### src/rtl/uart_rx_if.sv
// ============================================================================
// Module      : uart_rx_if
// Description : Consumer-side bundle of the UART receiver (byte, handshake and
//               status flags).
// Revision    : 1.0 - initial release
// ============================================================================
`default_nettype none

interface uart_rx_if;
  logic       rx_read;
  logic [7:0] rx_data;
  logic       rx_valid;
  logic       overrun;
  logic       frame_err;
  logic       parity_err;
  logic       busy;

  modport master (
    input  rx_read,
    output rx_data, rx_valid, overrun, frame_err, parity_err, busy
  );

  modport slave (
    output rx_read,
    input  rx_data, rx_valid, overrun, frame_err, parity_err, busy
  );
endinterface

`default_nettype wire

### src/rtl/uart_rx_oversample.sv
// ============================================================================
// Module      : uart_rx_oversample
// Description : 16x oversampling UART receiver, 3-sample majority vote,
//               framing/overrun detection. Define UART_RX_PARITY_EN for 8P1.
// Revision    : 1.0 - initial release
// ============================================================================
`default_nettype none

module uart_rx_oversample #(
  parameter int CLK_FREQ   = 50000000,
  parameter int BAUD       = 115200,
  parameter int OVERSAMPLE = 16
`ifdef UART_RX_PARITY_EN
  , parameter bit PARITY_ODD = 1'b0
`endif
) (
  input  logic     clock,
  input  logic     reset,
  input  logic     rxd,
  uart_rx_if.master bus
);

  localparam int             DIV    = CLK_FREQ / (BAUD * OVERSAMPLE);
  localparam int             CW     = (DIV > 1) ? $clog2(DIV) : 1;
  localparam logic [CW-1:0]  DIV_M1 = CW'(DIV - 1);

  typedef enum logic [2:0] {
    S_IDLE      = 3'd0,
    S_START     = 3'd1,
    S_DATA      = 3'd2,
`ifdef UART_RX_PARITY_EN
    S_PARITY    = 3'd3,
`endif
    S_STOP      = 3'd4,
    S_WAIT_HIGH = 3'd5
  } state_t;

  state_t        state_q, state_d;
  logic          meta_q, rs_q;
  logic [CW-1:0] cnt_q, cnt_d;
  logic [3:0]    s_q, s_d;
  logic [1:0]    samp_q, samp_d;
  logic [2:0]    bit_q, bit_d;
  logic [7:0]    shift_q, shift_d;
  logic [7:0]    data_q, data_d;
  logic          valid_q, valid_d;
  logic          ovr_q, ovr_d;
  logic          ferr_q, ferr_d;
`ifdef UART_RX_PARITY_EN
  logic          perr_q, perr_d;
  logic          par_bad_q, par_bad_d;
`endif

  logic          tick, decide, vote, complete;
  logic [3:0]    s_next;

  always_comb begin
    state_d  = state_q;
    cnt_d    = cnt_q;
    s_d      = s_q;
    samp_d   = samp_q;
    bit_d    = bit_q;
    shift_d  = shift_q;
    data_d   = data_q;
    valid_d  = valid_q;
    ovr_d    = ovr_q;
    ferr_d   = 1'b0;
    complete = 1'b0;
`ifdef UART_RX_PARITY_EN
    perr_d    = 1'b0;
    par_bad_d = par_bad_q;
`endif

    tick   = (cnt_q == DIV_M1);
    s_next = s_q + 4'd1;
    // The decision tick is the one that advances s to 9; samples 7 and 8
    // were latched on the two ticks before it.
    decide = tick && (s_next == 4'd9);
    vote   = (samp_q[0] & samp_q[1]) | (samp_q[0] & rs_q) | (samp_q[1] & rs_q);

    if (state_q != S_IDLE) begin
      cnt_d = tick ? '0 : cnt_q + 1'b1;
      if (tick) begin
        s_d = s_next;
        if (s_next == 4'd7) samp_d[0] = rs_q;
        if (s_next == 4'd8) samp_d[1] = rs_q;
      end
    end

    case (state_q)
      S_IDLE: begin
        cnt_d = '0;
        s_d   = 4'd0;
`ifdef UART_RX_PARITY_EN
        par_bad_d = 1'b0;
`endif
        if (!rs_q) state_d = S_START;
      end
      S_START: begin
        if (decide) begin
          state_d = vote ? S_IDLE : S_DATA;
          bit_d   = 3'd0;
        end
      end
      S_DATA: begin
        if (decide) begin
          shift_d = {vote, shift_q[7:1]};
          bit_d   = bit_q + 3'd1;
          if (bit_q == 3'd7) begin
`ifdef UART_RX_PARITY_EN
            state_d = S_PARITY;
`else
            state_d = S_STOP;
`endif
          end
        end
      end
`ifdef UART_RX_PARITY_EN
      S_PARITY: begin
        if (decide) begin
          par_bad_d = (vote != ((^shift_q) ^ PARITY_ODD));
          perr_d    = par_bad_d;
          state_d   = S_STOP;
        end
      end
`endif
      S_STOP: begin
        if (decide) begin
          if (vote) begin
`ifdef UART_RX_PARITY_EN
            complete = !par_bad_q;
`else
            complete = 1'b1;
`endif
            state_d = S_IDLE;
          end else begin
            ferr_d  = 1'b1;
            state_d = S_WAIT_HIGH;
          end
        end
      end
      S_WAIT_HIGH: begin
        if (rs_q) state_d = S_IDLE;
      end
      default: state_d = S_IDLE;
    endcase

    // A pending unread byte wins over a new one unless it is read this cycle.
    if (complete) begin
      if (valid_q && !bus.rx_read) begin
        ovr_d = 1'b1;
      end else begin
        data_d  = shift_q;
        valid_d = 1'b1;
        if (bus.rx_read) ovr_d = 1'b0;
      end
    end else if (bus.rx_read && valid_q) begin
      valid_d = 1'b0;
      ovr_d   = 1'b0;
    end
  end

  always_ff @(posedge clock or negedge reset) begin
    if (!reset) begin
      state_q <= S_IDLE;
      meta_q  <= 1'b1;
      rs_q    <= 1'b1;
      cnt_q   <= '0;
      s_q     <= 4'd0;
      samp_q  <= 2'b00;
      bit_q   <= 3'd0;
      shift_q <= 8'h00;
      data_q  <= 8'h00;
      valid_q <= 1'b0;
      ovr_q   <= 1'b0;
      ferr_q  <= 1'b0;
`ifdef UART_RX_PARITY_EN
      perr_q    <= 1'b0;
      par_bad_q <= 1'b0;
`endif
    end else begin
      state_q <= state_d;
      meta_q  <= rxd;
      rs_q    <= meta_q;
      cnt_q   <= cnt_d;
      s_q     <= s_d;
      samp_q  <= samp_d;
      bit_q   <= bit_d;
      shift_q <= shift_d;
      data_q  <= data_d;
      valid_q <= valid_d;
      ovr_q   <= ovr_d;
      ferr_q  <= ferr_d;
`ifdef UART_RX_PARITY_EN
      perr_q    <= perr_d;
      par_bad_q <= par_bad_d;
`endif
    end
  end

  assign bus.rx_data   = data_q;
  assign bus.rx_valid  = valid_q;
  assign bus.overrun   = ovr_q;
  assign bus.frame_err = ferr_q;
  assign bus.busy      = (state_q != S_IDLE);
`ifdef UART_RX_PARITY_EN
  assign bus.parity_err = perr_q;
`else
  assign bus.parity_err = 1'b0;
`endif

endmodule

`default_nettype wire
### src/flat_wrapper.sv
// flat-port wrapper written by rule: the top's interface ports become plain ports
module uart_rx_oversample_flat 
#(
  parameter int CLK_FREQ   = 50000000,
  parameter int BAUD       = 115200,
  parameter int OVERSAMPLE = 16

)
  (clock, reset, rxd, bus_rx_read, bus_rx_data, bus_rx_valid, bus_overrun, bus_frame_err, bus_parity_err, bus_busy);
  uart_rx_if bus_i ();
  input  logic clock;
  input  logic reset;
  input  logic rxd;
  input wire logic [$bits(bus_i.rx_read)-1:0] bus_rx_read;
  output wire logic [$bits(bus_i.rx_data)-1:0] bus_rx_data;
  output wire logic [$bits(bus_i.rx_valid)-1:0] bus_rx_valid;
  output wire logic [$bits(bus_i.overrun)-1:0] bus_overrun;
  output wire logic [$bits(bus_i.frame_err)-1:0] bus_frame_err;
  output wire logic [$bits(bus_i.parity_err)-1:0] bus_parity_err;
  output wire logic [$bits(bus_i.busy)-1:0] bus_busy;
  assign bus_i.rx_read = bus_rx_read;
  assign bus_rx_data = bus_i.rx_data;
  assign bus_rx_valid = bus_i.rx_valid;
  assign bus_overrun = bus_i.overrun;
  assign bus_frame_err = bus_i.frame_err;
  assign bus_parity_err = bus_i.parity_err;
  assign bus_busy = bus_i.busy;
  uart_rx_oversample #(.CLK_FREQ(CLK_FREQ), .BAUD(BAUD), .OVERSAMPLE(OVERSAMPLE)) u_core (.clock(clock), .reset(reset), .rxd(rxd), .bus(bus_i));
endmodule
### config.mk
export PLATFORM = sky130hd
export DESIGN_NAME = uart_rx_oversample_flat
export DESIGN_NICKNAME = d
export VERILOG_FILES = /design/src/rtl/uart_rx_if.sv /design/src/rtl/uart_rx_oversample.sv /design/src/flat_wrapper.sv
export SDC_FILE = /design/constraint.sdc
export NUM_CORES = 1
export LEC_CHECK = 0
export BUFFER_PORTS_ARGS = -buffer_cell sky130_fd_sc_hd__buf_2
export CORE_ASPECT_RATIO = 0.6
export CORE_MARGIN = 2
export CORE_UTILIZATION = 60
export DETAILED_ROUTE_END_ITERATION = 7
export GPL_ROUTABILITY_DRIVEN = 0
export PLACE_DENSITY = 0.78
export SYNTH_ARGS = -nofsm -noshare
export SYNTH_HDL_FRONTEND = slang
export SYNTH_SLANG_ARGS = --single-unit
### constraint.sdc
create_clock -name clock -period 5.7 [get_ports clock]
set_input_delay 0 -clock clock [delete_from_list [all_inputs] [get_ports clock]]
set_output_delay 0 -clock clock [all_outputs]
set_load 0.03 [all_outputs]
# Yosys cells after proc, flatten, opt, wreduce, memory -nomap -nowiden
# Index checks and enable logic that the tools add are counted.
# W data, S select, Z words.
dict set report totals {
  ff_bits 38
  inputBits 4
  out_inout_bits 13
  elab_cells 88
}
dict set report classes {
  addsub 3
  n_eq_ne 17
  n_mux 30
  bitwise_logic 6
  n_reduce_logical 19
}
# op n
set ops {}
lappend ops {{$mux W3} 9}
lappend ops {{$mux W5} 3}
lappend ops {{$pmux W3 S5} 1}
lappend ops {{$mux W1} 12}
lappend ops {{$mux W4} 3}
lappend ops {{$ne A2 B1 Y1 const B} 5}
lappend ops {{$reduce_and A2 Y1} 5}
lappend ops {{$eq A3 B3 Y1 const B} 3}
lappend ops {{$reduce_and A3 Y1} 3}
lappend ops {{$eq A4 B4 Y1 const B} 2}
lappend ops {{$reduce_bool A2 Y1} 4}
lappend ops {{$pmux W3 S2} 1}
lappend ops {{$reduce_and A6 Y1} 1}
lappend ops {{$add A5 B1 Y5 const B} 1}
lappend ops {{$eq A5 B5 Y1 const B} 1}
lappend ops {{$add A4 B1 Y4 const B} 1}
lappend ops {{$eq A4 B3 Y1 const B} 1}
lappend ops {{$ne A2 B2 Y1 const B} 2}
lappend ops {{$add A3 B1 Y3 const B} 1}
lappend ops {{$and A1 B1 Y1} 3}
lappend ops {{$eq A3 B1 Y1 const B} 1}
lappend ops {{$eq A3 B2 Y1 const B} 1}
lappend ops {{$logic_and A1 B1 Y1} 3}
lappend ops {{$logic_not A3 Y1} 1}
lappend ops {{other kinds (6)} 7}

# Depth between registers and ports, before layout
# Gate-level depths: netlist of run 1.
dict set report logic_depth {
  word_depth 8
  depth_mapped 9
  mapped_depth_nobuf 7
}

# Worst setup path before layout of run 1
# OpenSTA, ideal clock, no wires.
dict set report synth_timing {
  kind {reg-to-reg}
  from {register u_core.s_q[1]}
  to {register u_core.shift_q[0]}
  arrival_time_ns 2.014
  required_ns 5.575
  path_slack_ns 3.561
  stages_incl_launch_ff 8
  period_less_slack_ns 2.139
  cell_sequence {dfrtp_1 > ha_1 > nand3_1 > a211oi_2 > nor2_2 > buf_6 > nor3_4 > mux2_2}
}
dict set report synth_via {
  elab_chain_cells 4
}
# item line
set synth_rtl {}
lappend synth_rtl {{start: declaration} uart_rx_oversample.sv:41} ;# logic [3:0] s_q, s_d;
lappend synth_rtl {{start signal: assignment} uart_rx_oversample.sv:169} ;# s_q <= 4'd0;
lappend synth_rtl {{start signal: assignment} uart_rx_oversample.sv:186} ;# s_q <= s_d;
lappend synth_rtl {{$add A4 B1 Y4} uart_rx_oversample.sv:75} ;# s_next = s_q + 4'd1;
lappend synth_rtl {{$eq A4 B4 Y1} uart_rx_oversample.sv:78} ;# decide = tick && (s_next == 4'd9);
lappend synth_rtl {{$logic_and A1 B1 Y1} uart_rx_oversample.sv:78}
lappend synth_rtl {{$reduce_and A2 Y1 (no source line)} --}
lappend synth_rtl {{end signal: assignment} uart_rx_oversample.sv:189} ;# shift_q <= shift_d;
lappend synth_rtl {{end: declaration} uart_rx_oversample.sv:44} ;# logic [7:0] shift_q, shift_d;
# No other way between the ends.
# A chain may end at the register's enable or synchronous reset.

# Worst setup path in the final report of run 1
dict set report layout_timing {
  from {register u_core.s_q[1]}
  to {register u_core.data_q[4], in the netlist u_core.bus.rx_data[4]}
}
dict set report layout_via {
  elab_chain_cells 6
}
# item line
set layout_rtl {}
lappend layout_rtl {{$add A4 B1 Y4} uart_rx_oversample.sv:75}
lappend layout_rtl {{$eq A4 B4 Y1} uart_rx_oversample.sv:78}
lappend layout_rtl {{$logic_and A1 B1 Y1} uart_rx_oversample.sv:78}
lappend layout_rtl {{$mux W1} uart_rx_oversample.sv:128} ;# if (decide) begin
lappend layout_rtl {{$mux W1} uart_rx_oversample.sv:90} ;# case (state_q)
lappend layout_rtl {{$reduce_and A2 Y1 (no source line)} --}
lappend layout_rtl {{end signal: assignment} uart_rx_oversample.sv:190} ;# data_q <= data_d;
lappend layout_rtl {{end: declaration} uart_rx_oversample.sv:45} ;# logic [7:0] data_q, data_d;
# No other way between the ends.

==> summary.txt, run 1 <==
Status = complete, no violations
Vias = 1283
Critical Path Max Stage Delay = 500 ps
Antenna violations before repair = 0
DRT Wirelength = 3.46 mm
Final cell count without fillers = 222
First-pass GRT wire length = 5.73 mm
Worst-Skew Late Latency = 280 ps
Post-Syn Area per Cell = 11.8 sq um
Combinational power share = 0.018
Clock slew seen by the registers of the worst setup and hold paths = 70 ps
Core area = 2930 sq um
# resized after CTS = 0
Register area share after synthesis = 0.504
Number of CTS-inserted buffers = 5
Clk root buf = clkbuf_8
Initial DRC Count = 156
Fin crit share = 0.441
Crit. End Element = flip-flop
CTS Buffer Depth = 2
Drt wl/cell = 15.6 um
Layout cells sized above 1 = 0.289
Main flop type after synthesis = dfrtp_1
Slowest cell on crit path = dfrtp_1
H-tree Lvls = 2
Req. time, crit path = 5870 ps
Initial core utilization = 0.646
Layout area overhead = 10.6%
Crit-path max FO = 11
Clk sinks = 38
Relative slew slack = 0.450
VDD IR max = 0.213 mV
CP arrival = 2690 ps
PortBufs = 15
FFs w/ async S/R, synth = 1.00
Int Power = 370 uW
Switching Fraction = 0.210
Startpoint Class = flip-flop
Tot GR Track Use = 0.215
PD cells = 224 nW/um^2
P_leak = 0.00100 uW
Yosys reg bits = 38
Cell breakdown of the critical path = ha_1 -> nand3_1 -> a211oi_2 -> nor2_2 -> nor3_4 -> mux2_2
Drt drc = 0
DR pass1 iterations = 4
Grt ovf = 0
HPWL after DPL = 2.48 mm
Post CTS Setup Buffer Count = 0
NumNets Final = 191
Finished Core Util = 0.715
Design area = 2090 sq um
Die W = 76.5 um
Post-Syn Area = 1890 sq um
I/O Pins = 17
P_sw = 98.2 uW
Detail Route Antenna Nets = 0
FMAX = 398 MHz
Flop pwr share = 0.580
Slew of the pin with the lowest slew margin = 825 ps
Gate Count Post-Synth = 161
Hold Vio Cnt, Final = 0
MaxCap Viol Count = 0
ANT cells = 0
Post-synth EDFFs = 0
Largest net degree at the start of global routing = 39
Die Area = 3630 sq um
# setup viols final = 0
Sum Neg Setup Slack = 0 ps
Number of global-route vias before repair = 1188
Min Hold Slack = 343 ps
Die Ht = 47.5 um
Via-to-Cell Ratio = 5.78
Min cycle time layout = 2510 ps
# rows = 15
Clock Skews = 3.77 ps
Max-slew violations = 0
TritonCTS clock tree = done
Netlist cell types = 41
Synthesized Nets = 173
Synth warnings = 0
Placed inst area = 1970 sq um
Inst Count DP = 211
Clock power share = 0.402
RSZ-0062 raised after global routing = false
Critical path class = reg -> reg
Hold/Removal Path Class = in -> async
## Yosys cell counts, types with 2 or more instances
| library cell | instances | area [sq um] |
|---|---|---|
| nor3_1 | 3 | 15.0 |
| or4_1 | 3 | 22.5 |
| dfrtp_1 | 36 | 901 |
| or3_1 | 2 | 12.5 |
| or2_2 | 2 | 12.5 |
| a21oi_1 | 2 | 10.0 |
| mux2_2 | 18 | 203 |
| nand2_1 | 5 | 18.8 |
| a31oi_1 | 2 | 12.5 |
| o21ai_0 | 8 | 40.0 |
| xor2_1 | 3 | 26.3 |
| nor2b_1 | 5 | 31.3 |
| dfstp_2 | 2 | 52.6 |
| ha_1 | 8 | 100 |
| buf_6 | 2 | 22.5 |
| clkbuf_1 | 2 | 7.51 |
| nor3_4 | 2 | 32.5 |
| o31ai_1 | 4 | 30.0 |
| nand3_1 | 13 | 65.1 |
| nor2_1 | 9 | 33.8 |
| inv_1 | 7 | 26.3 |
| xnor2_1 | 3 | 26.3 |
| nand2b_1 | 2 | 12.5 |
## power by group through the flow
stage / Combinational (uW) / Clock (uW) / Sequential [uW]
floorplan: 1.55 / 0 / 276
global placement: 7.11 / 0 / 276
detailed placement: 7.35 / 0 / 277
CTS: 8.92 / 194 / 271
global route: 9.90 / 206 / 271
finish: 8.51 / 188 / 271
## cell families after synthesis
kind of cell / Yosys count / share of synthesized area
other: 1 / 0.00198
and+or+nand+nor: 54 / 0.185
adders and majority gates: 9 / 0.0582
muxes: 19 / 0.112
DFF: 38 / 0.504
AOI/OAI and AO/OA: 20 / 0.0688
xor gates and xnor gates: 6 / 0.0278
buffers and inverters: 14 / 0.0417
## sequential cells by signal, summed over array words and instances (netlist names)
register,count
u_core.bit_q,3
u_core.cnt_q,5
u_core.s_q,4
u_core.state_q,3
u_core.bus.rx_data,8
u_core.bus.frame_err,1
u_core.bus.rx_valid,1
u_core.samp_q,2
u_core.bus.overrun,1
u_core.shift_q,8
u_core.meta_q,1
u_core.rs_q,1
## area by class of cell
type | instances | area (sq um)
well taps | 42 | 52.6
clock inverters | 2 | 12.5
fillers | 215 | 836
clock buffers | 6 | 82.6
multi-input cells | 109 | 860
inverters | 7 | 26.3
repair buffers | 18 | 105
flip-flops and latches | 38 | 953
## final timing paths
path	to	cells after the start	slack [ps]	from
min in group clock	u_core.meta_q	2	360	rxd
max	u_core.bus.rx_data[4]	6	3190	u_core.s_q[1]
max in group asynchronous	u_core.bus.rx_data[0]	2	4840	reset
max reg2reg	u_core.bus.rx_data[4]	6	3190	u_core.s_q[1]
min reg2reg	u_core.rs_q	0	360	u_core.meta_q
min	u_core.cnt_q[2]	2	340	reset
## metal layers
layer	wire, um	GRT usage	vias to the layer above
met3	184	0.0717	2
met2	1670	0.342	35
met4	11	0.0800	0
met5	0	0	-
li1	-	-	601
met1	1590	0.287	645
## metrics by stage
step	total power, uW	worst slack [ps]
2_1_floorplan	278	3560
3_3_place_gp	284	3380
3_5_place_dp	284	3230
4_1_cts	474	3210
5_1_grt	487	3100
6_report	468	3190
## critical path, delay by kind of cell (launching register included)
| family | cells | cell delay, ps |
|---|---|---|
| AND/OR/NAND/NOR | 3 | 780 |
| AO/OA/AOI/OAI | 1 | 330 |
| adder cells (fa/ha/maj) | 1 | 400 |
| multiplexers | 1 | 390 |
| flip-flops | 1 | 500 |
## cells in the final DEF, fill, tap and decap left out, types with 2 or more instances in the layout
master          n
dfrtp_1        36
mux2_2         18
buf_2          15
nand3_1        13
nor2_1          9
o21ai_0         8
ha_1            8
inv_1           7
clkbuf_8        6
nand2_1         5
nor2b_1         5
o31ai_1         4
nor3_1          3
xor2_1          3
xnor2_1         3
or4_1           3
dlygate4sd3_1   3
nand2b_1        2
or2_2           2
or3_1           2
a21oi_1         2
nor3_4          2
a31oi_1         2
dfstp_2         2
## what timing repair did
action	in CTS	in global routing
endpoints found under the hold margin	38	0
hold buffers	3	0
endpoints found under the setup margin	0	0
(Power assumes the default switching activity.)
==> inputs of run 2 (changes only) <==
ABC_AREA = 1   (was not set)
CORE_UTILIZATION = 58   (was 60)
PLACE_DENSITY = 0.76   (was 0.78)
clock period = 2.6 ns   (was 5.7 ns; I/O delays follow)
==> summary.txt, run 2 <==
Die W = 76.7 um
Combinational power share = 0.018
Max-slew violations = 0
P_sw = 211 uW
Register area share after synthesis = 0.518
Gate Count Post-Synth = 213
Post-synth top cells = 79 x nand2_1, 36 x dfrtp_1, 21 x inv_1, 14 x o21ai_0, 11 x nand3_1
Post-synth EDFFs = 0
Flop pwr share = 0.542
Initial DRC Count = 79
Largest family of logic cells by synthesized area = simple AND/OR/NAND/NOR gates
Drt drc = 0
H-tree Lvls = 2
Clk sinks = 38
ANT cells = 0
Placed inst area = 1930 sq um
Simple-Gate Fraction of Synth Area = 0.299
Slowest cell on crit path = dfrtp_1
Synth area leaders = dfrtp_1 49%, nand2_1 16%, ha_1 5.4%
FFs w/ async S/R, synth = 1.00
Core area = 2950 sq um
Slew of the pin with the lowest slew margin = 800 ps
Crit-path max FO = 11
Min cycle time layout = 1850 ps
Layout area overhead = 12.4%
FMAX = 540 MHz
NumNets Final = 246
TritonCTS clock tree = done
Tot GR Track Use = 0.215
HPWL after DPL = 2.51 mm
PortBufs = 15
Die Ht = 47.6 um
Critical Path Max Stage Delay = 440 ps
First-pass GRT wire length = 5.75 mm
PD cells = 530 nW/um^2
Switching Fraction = 0.192
Crit. End Element = flip-flop
Worst Setup SP = u_core.s_q[1]
Int Power = 885 uW
Drt wl/cell = 12.1 um
Hold Vio Cnt, Final = 0
Clk root buf = clkbuf_8
Sum Neg Setup Slack = 0 ps
Design area = 2070 sq um
Req. time, crit path = 2820 ps
Fin crit share = 0.712
Status = complete, no violations
Multi-input logic area = 769 sq um
Cell breakdown of the critical path = ha_1 -> xor2_1 -> nor2_2 -> nand2_2 -> nor2_2 -> nand2_1 -> nand2_1
Critical path class = reg -> reg
I/O Pins = 17
Via-to-Cell Ratio = 4.95
Layout cells sized above 1 = 0.170
Most common cell after layout, fill and taps aside = nand2_1
Relative slew slack = 0.466
Largest net degree at the start of global routing = 39
Finished Core Util = 0.702
Startpoint Class = flip-flop
Post-Syn Area = 1840 sq um
Grt ovf = 0
Yosys reg bits = 38
CP arrival = 2080 ps
R2R Path Start = u_core.s_q[1]
Netlist cell types = 24
Number of CTS-inserted buffers = 5
Most common cell in the netlist = nand2_1
Detail Route Antenna Nets = 0
Post CTS Setup Buffer Count = 0
Clock Skews = 9.00 ps
Antenna violations before repair = 0
P_leak = 0.00114 uW
# setup viols final = 0
Die Area = 3650 sq um
Clock power share = 0.440
Vias = 1370
Clock slew seen by the registers of the worst setup and hold paths = 70 ps
Worst setup slack after layout = 750 ps
XOR/XNOR share of the synthesized area = 0.0143
VDD IR max = 0.414 mV
Main flop type after synthesis = dfrtp_1
Register area = 953 sq um
DRT Wirelength = 3.35 mm
Synth Area in Adders = 0.0544
Multiplexer area fraction after synthesis = 0
Hold/Removal Path Class = in -> async
Compound-Gate Fraction of Synth Area = 0.0483
Pre-CTS WS = 796 ps
Fillcell total = 247
RSZ-0062 raised after global routing = false
Number of global-route vias before repair = 1240
Top cell type's share of synthesized area = 0.489
Synth warnings = 0
Synth area leader = dfrtp_1
Most frequent cells in the layout = 79 x nand2_1, 36 x dfrtp_1, 21 x inv_1
Initial core utilization = 0.625
Synthesized Nets = 225
CTS Buffer Depth = 2
DR pass1 iterations = 4
Post-Syn Area per Cell = 8.64 sq um
Worst-Skew Late Latency = 290 ps
# rows = 15
MaxCap Viol Count = 0
## run 2: cell count changes after synthesis, moves of 4 or more
cell     before  now
nor2_4        0    4
nand2_1       5   79
o31ai_1       4    0
nand4_1       0    4
nand2_2       0    4
inv_1         7   21
nor2b_1       5    0
mux2_2       18    0
o21ai_0       8   14
## run 2: path summary, 6_finish.rpt
path | endpoint | slack [ps] | cells after the start
max in group asynchronous | u_core.bit_q[0] | 1760 | 2
worst min register to register | u_core.rs_q | 360 | 0
min in group clock | u_core.meta_q | 340 | 2
worst min-delay path | u_core.cnt_q[0] | 330 | 2
worst max register to register | u_core.bit_q[0] | 750 | 7
worst max-delay path | u_core.bit_q[0] | 750 | 7
## run 2: per-stage QoR
step           instances  hold WS (ps)  power (uW)
2_1_floorplan        213          -296         610
3_3_place_gp         266           107         622
3_5_place_dp         266           107         622
4_1_cts              277           341        1110
5_1_grt              277           352        1130
6_report             277           330        1100
## run 2: what timing repair did
action,in CTS,in global routing
setup endpoints to repair,0,0
gates resized for setup,0,0
hold buffers,3,0
hold endpoints to repair,38,0
## run 2: logic make-up (layout without fill, tap and decap cells)
| group | after synthesis | after routing |
|---|---|---|
| buf+inv | 26 | 48 |
| simple gates | 120 | 120 |
| fa+ha+maj | 8 | 8 |
| compound gates | 17 | 17 |
| flops | 38 | 38 |
| other cells | 1 | 1 |
| xor+xnor | 3 | 3 |
## run 2: power groups by stage
stage	combinational (uW)	clock, uW	sequential [uW]
final	19.2	483	594
after global routing	22.5	514	594
after CTS	20.4	491	594
after detailed placement	16.8	0	605
after global placement	16.6	0	605
after floorplan	4.10	0	606
## run 2: metal layers
layer  wire [um]  up-vias  track usage
met5           0        -            0
met4          25        0        0.113
met3         207        2       0.0660
li1            -      708            -
met1        1690      623        0.294
met2        1420       37        0.321
## run 2: final cells by class
| class | count | share of cell area |
|---|---|---|
| sequential | 38 | 0.461 |
| multi-input combinational | 149 | 0.372 |
| timing repair buffer | 18 | 0.0508 |
| inverter | 22 | 0.0399 |
| clock buffer | 7 | 0.0369 |
| tap | 42 | 0.0254 |
| clock inverter | 1 | 0.0145 |
## run 2: critical path: cells and delay by family (launching register included)
family                   cells  cell delay, ps
AND/OR/NAND/NOR              5             940
flip-flops                   1             440
adder cells (fa/ha/maj)      1             210
XOR/XNOR                     1             190
==> inputs of run 3 (changes only) <==
ABC_AREA = 0   (was 1)
clock period = 1.89 ns   (was 2.6 ns; I/O delays follow)
==> summary.txt, run 3 (synthesis gave the netlist of run 1 again) <==
Max-slew violations = 0
Largest net degree at the start of global routing = 39
Layout area overhead = 30.1%
Crit-path max FO = 8
# setup viols final = 19
Failing checks = negative setup slack
First-pass GRT wire length = 6.15 mm
Clock slew seen by the registers of the worst setup and hold paths = 70 ps
DRT Wirelength = 4.08 mm
Min cycle time layout = 1940 ps
Drt drc = 0
Top Family by Delay on Critical Path = simple AND/OR/NAND/NOR gates
Clk sinks = 38
I/O Pins = 17
Most common cell after layout, fill and taps aside = dfrtp_1
Worst reg2reg path depth = 8
Detail Route Antenna Nets = 0
NumNets Final = 216
PD cells = 613 nW/um^2
VDD IR max = 0.385 mV
Relative slew slack = 0.459
Core area = 3180 sq um
Status = finished with violations
Layout cells sized above 1 = 0.410
Tot GR Track Use = 0.226
Most frequent cells in the layout = 36 x dfrtp_1, 22 x buf_4, 16 x mux2_4
Final cell count without fillers = 250
Stages on the worst setup path = 8
Clock Skews = 6.49 ps
Grt ovf = 0
DR pass1 iterations = 4
Critical Path Max Stage Delay = 460 ps
CP arrival = 2170 ps
RSZ-0062 raised after global routing = true
TritonCTS clock tree = done
ANT cells = 0
Worst setup slack after layout = -53.5 ps
# rows = 16
Via-to-Cell Ratio = 5.58
HPWL after DPL = 2.77 mm
Fillcell total = 182
Hold Vio Cnt, Final = 0
Slowest cell on crit path = or4_1
MaxCap Viol Count = 0
PortBufs = 15
Initial core utilization = 0.594
Number of CTS-inserted buffers = 5
Drt wl/cell = 16.3 um
WP buf/inv = 2
Cell breakdown of the critical path = inv_1 -> ha_2 -> nand4b_4 -> a211oi_4 -> nor2_4 -> buf_12 -> or4_1 -> nand3_1
Fin crit share = 1.03
Crit. End Element = flip-flop
Req. time, crit path = 2110 ps
P_leak = 0.00118 uW
FF-to-FF setup slack = -50 ps
Clk root buf = clkbuf_8
Inst Count DP = 236
Startpoint Class = flip-flop
Worst-Skew Late Latency = 290 ps
Die Ht = 48.2 um
Multi-input logic area = 988 sq um
Die W = 77.7 um
Vias = 1394
Slew of the pin with the lowest slew margin = 811 ps
Final Total Pwr = 1510 uW
Antenna violations before repair = 0
R2R Path Start = u_core.cnt_q[0]
Worst R2R End = u_core.bit_q[2]
H-tree Lvls = 2
Register area = 953 sq um
FMAX = 515 MHz
CTS Buffer Depth = 2
Number of global-route vias before repair = 1350
Critical path class = reg -> reg
Hold/Removal Path Class = in -> async
Die Area = 3750 sq um
Initial DRC Count = 97
## run 3: power breakdown
part           total (uW)  switching [uW]  internal [uW]
sequential            819            1.82            817
clock                 665             271            395
combinational        25.6            19.1           6.45
total                1510             292           1220
## run 3: worst reg2reg max path, cell delays in order (launching register included)
cell and delay, ps:
dfrtp_1 380, inv_1 60, ha_2 190, nand4b_4 150, a211oi_4 310, nor2_4 100, buf_12 150, or4_1 460
nand3_1 90
## run 3: cell type report
cell class	count	area share
Sequential cell	38	0.387
Multi-Input combinational cell	109	0.402
Tap cell	45	0.0229
Clock inverter	1	0.0122
Inverter	7	0.0107
Timing Repair Buffer	43	0.134
Clock buffer	7	0.0310
## run 3: per-layer routing
metal / part of all wire / vias to the layer above / global-route usage
li1: - / 652 / -
met1: 0.46 / 692 / 0.287
met2: 0.48 / 45 / 0.374
met3: 0.050 / 5 / 0.0833
met4: 0.013 / 0 / 0.0786
met5: 0 / - / 0
## run 3: timing repair
item | in CTS | in global routing
hold buffers | 3 | 0
resized for setup | 6 | 16
pin swaps | 4 | 3
setup endpoints to repair | 20 | 22
buffers inserted | 3 | 1
hold endpoints to repair | 38 | 0
## run 3: how the worst max path moves through the flow
stage	from	end	slack (ps)
global route	u_core.cnt_q[0]	u_core.bit_q[1]	-120
detailed placement	u_core.s_q[0]	u_core.bit_q[2]	-110
global placement	u_core.s_q[0]	u_core.bit_q[0]	-60
finish	u_core.cnt_q[0]	u_core.bit_q[2]	-50
CTS	u_core.cnt_q[0]	u_core.shift_q[3]	-50
floorplan	u_core.cnt_q[0]	u_core.shift_q[0]	-170
## run 3: stage by stage
step | area [sq um] | TNS (ps) | worst slack (ps) | hold WS [ps] | utilization
6_report | 2460 | -567 | -53.5 | 343 | 0.773
5_1_grt | 2460 | -1970 | -124 | 331 | 0.773
4_1_cts | 2400 | -574 | -47.3 | 338 | 0.754
3_5_place_dp | 2220 | -1620 | -105 | 109 | 0.696
3_3_place_gp | 2220 | -799 | -55.5 | 106 | 0.696
2_1_floorplan | 1930 | -2260 | -167 | -296 | -
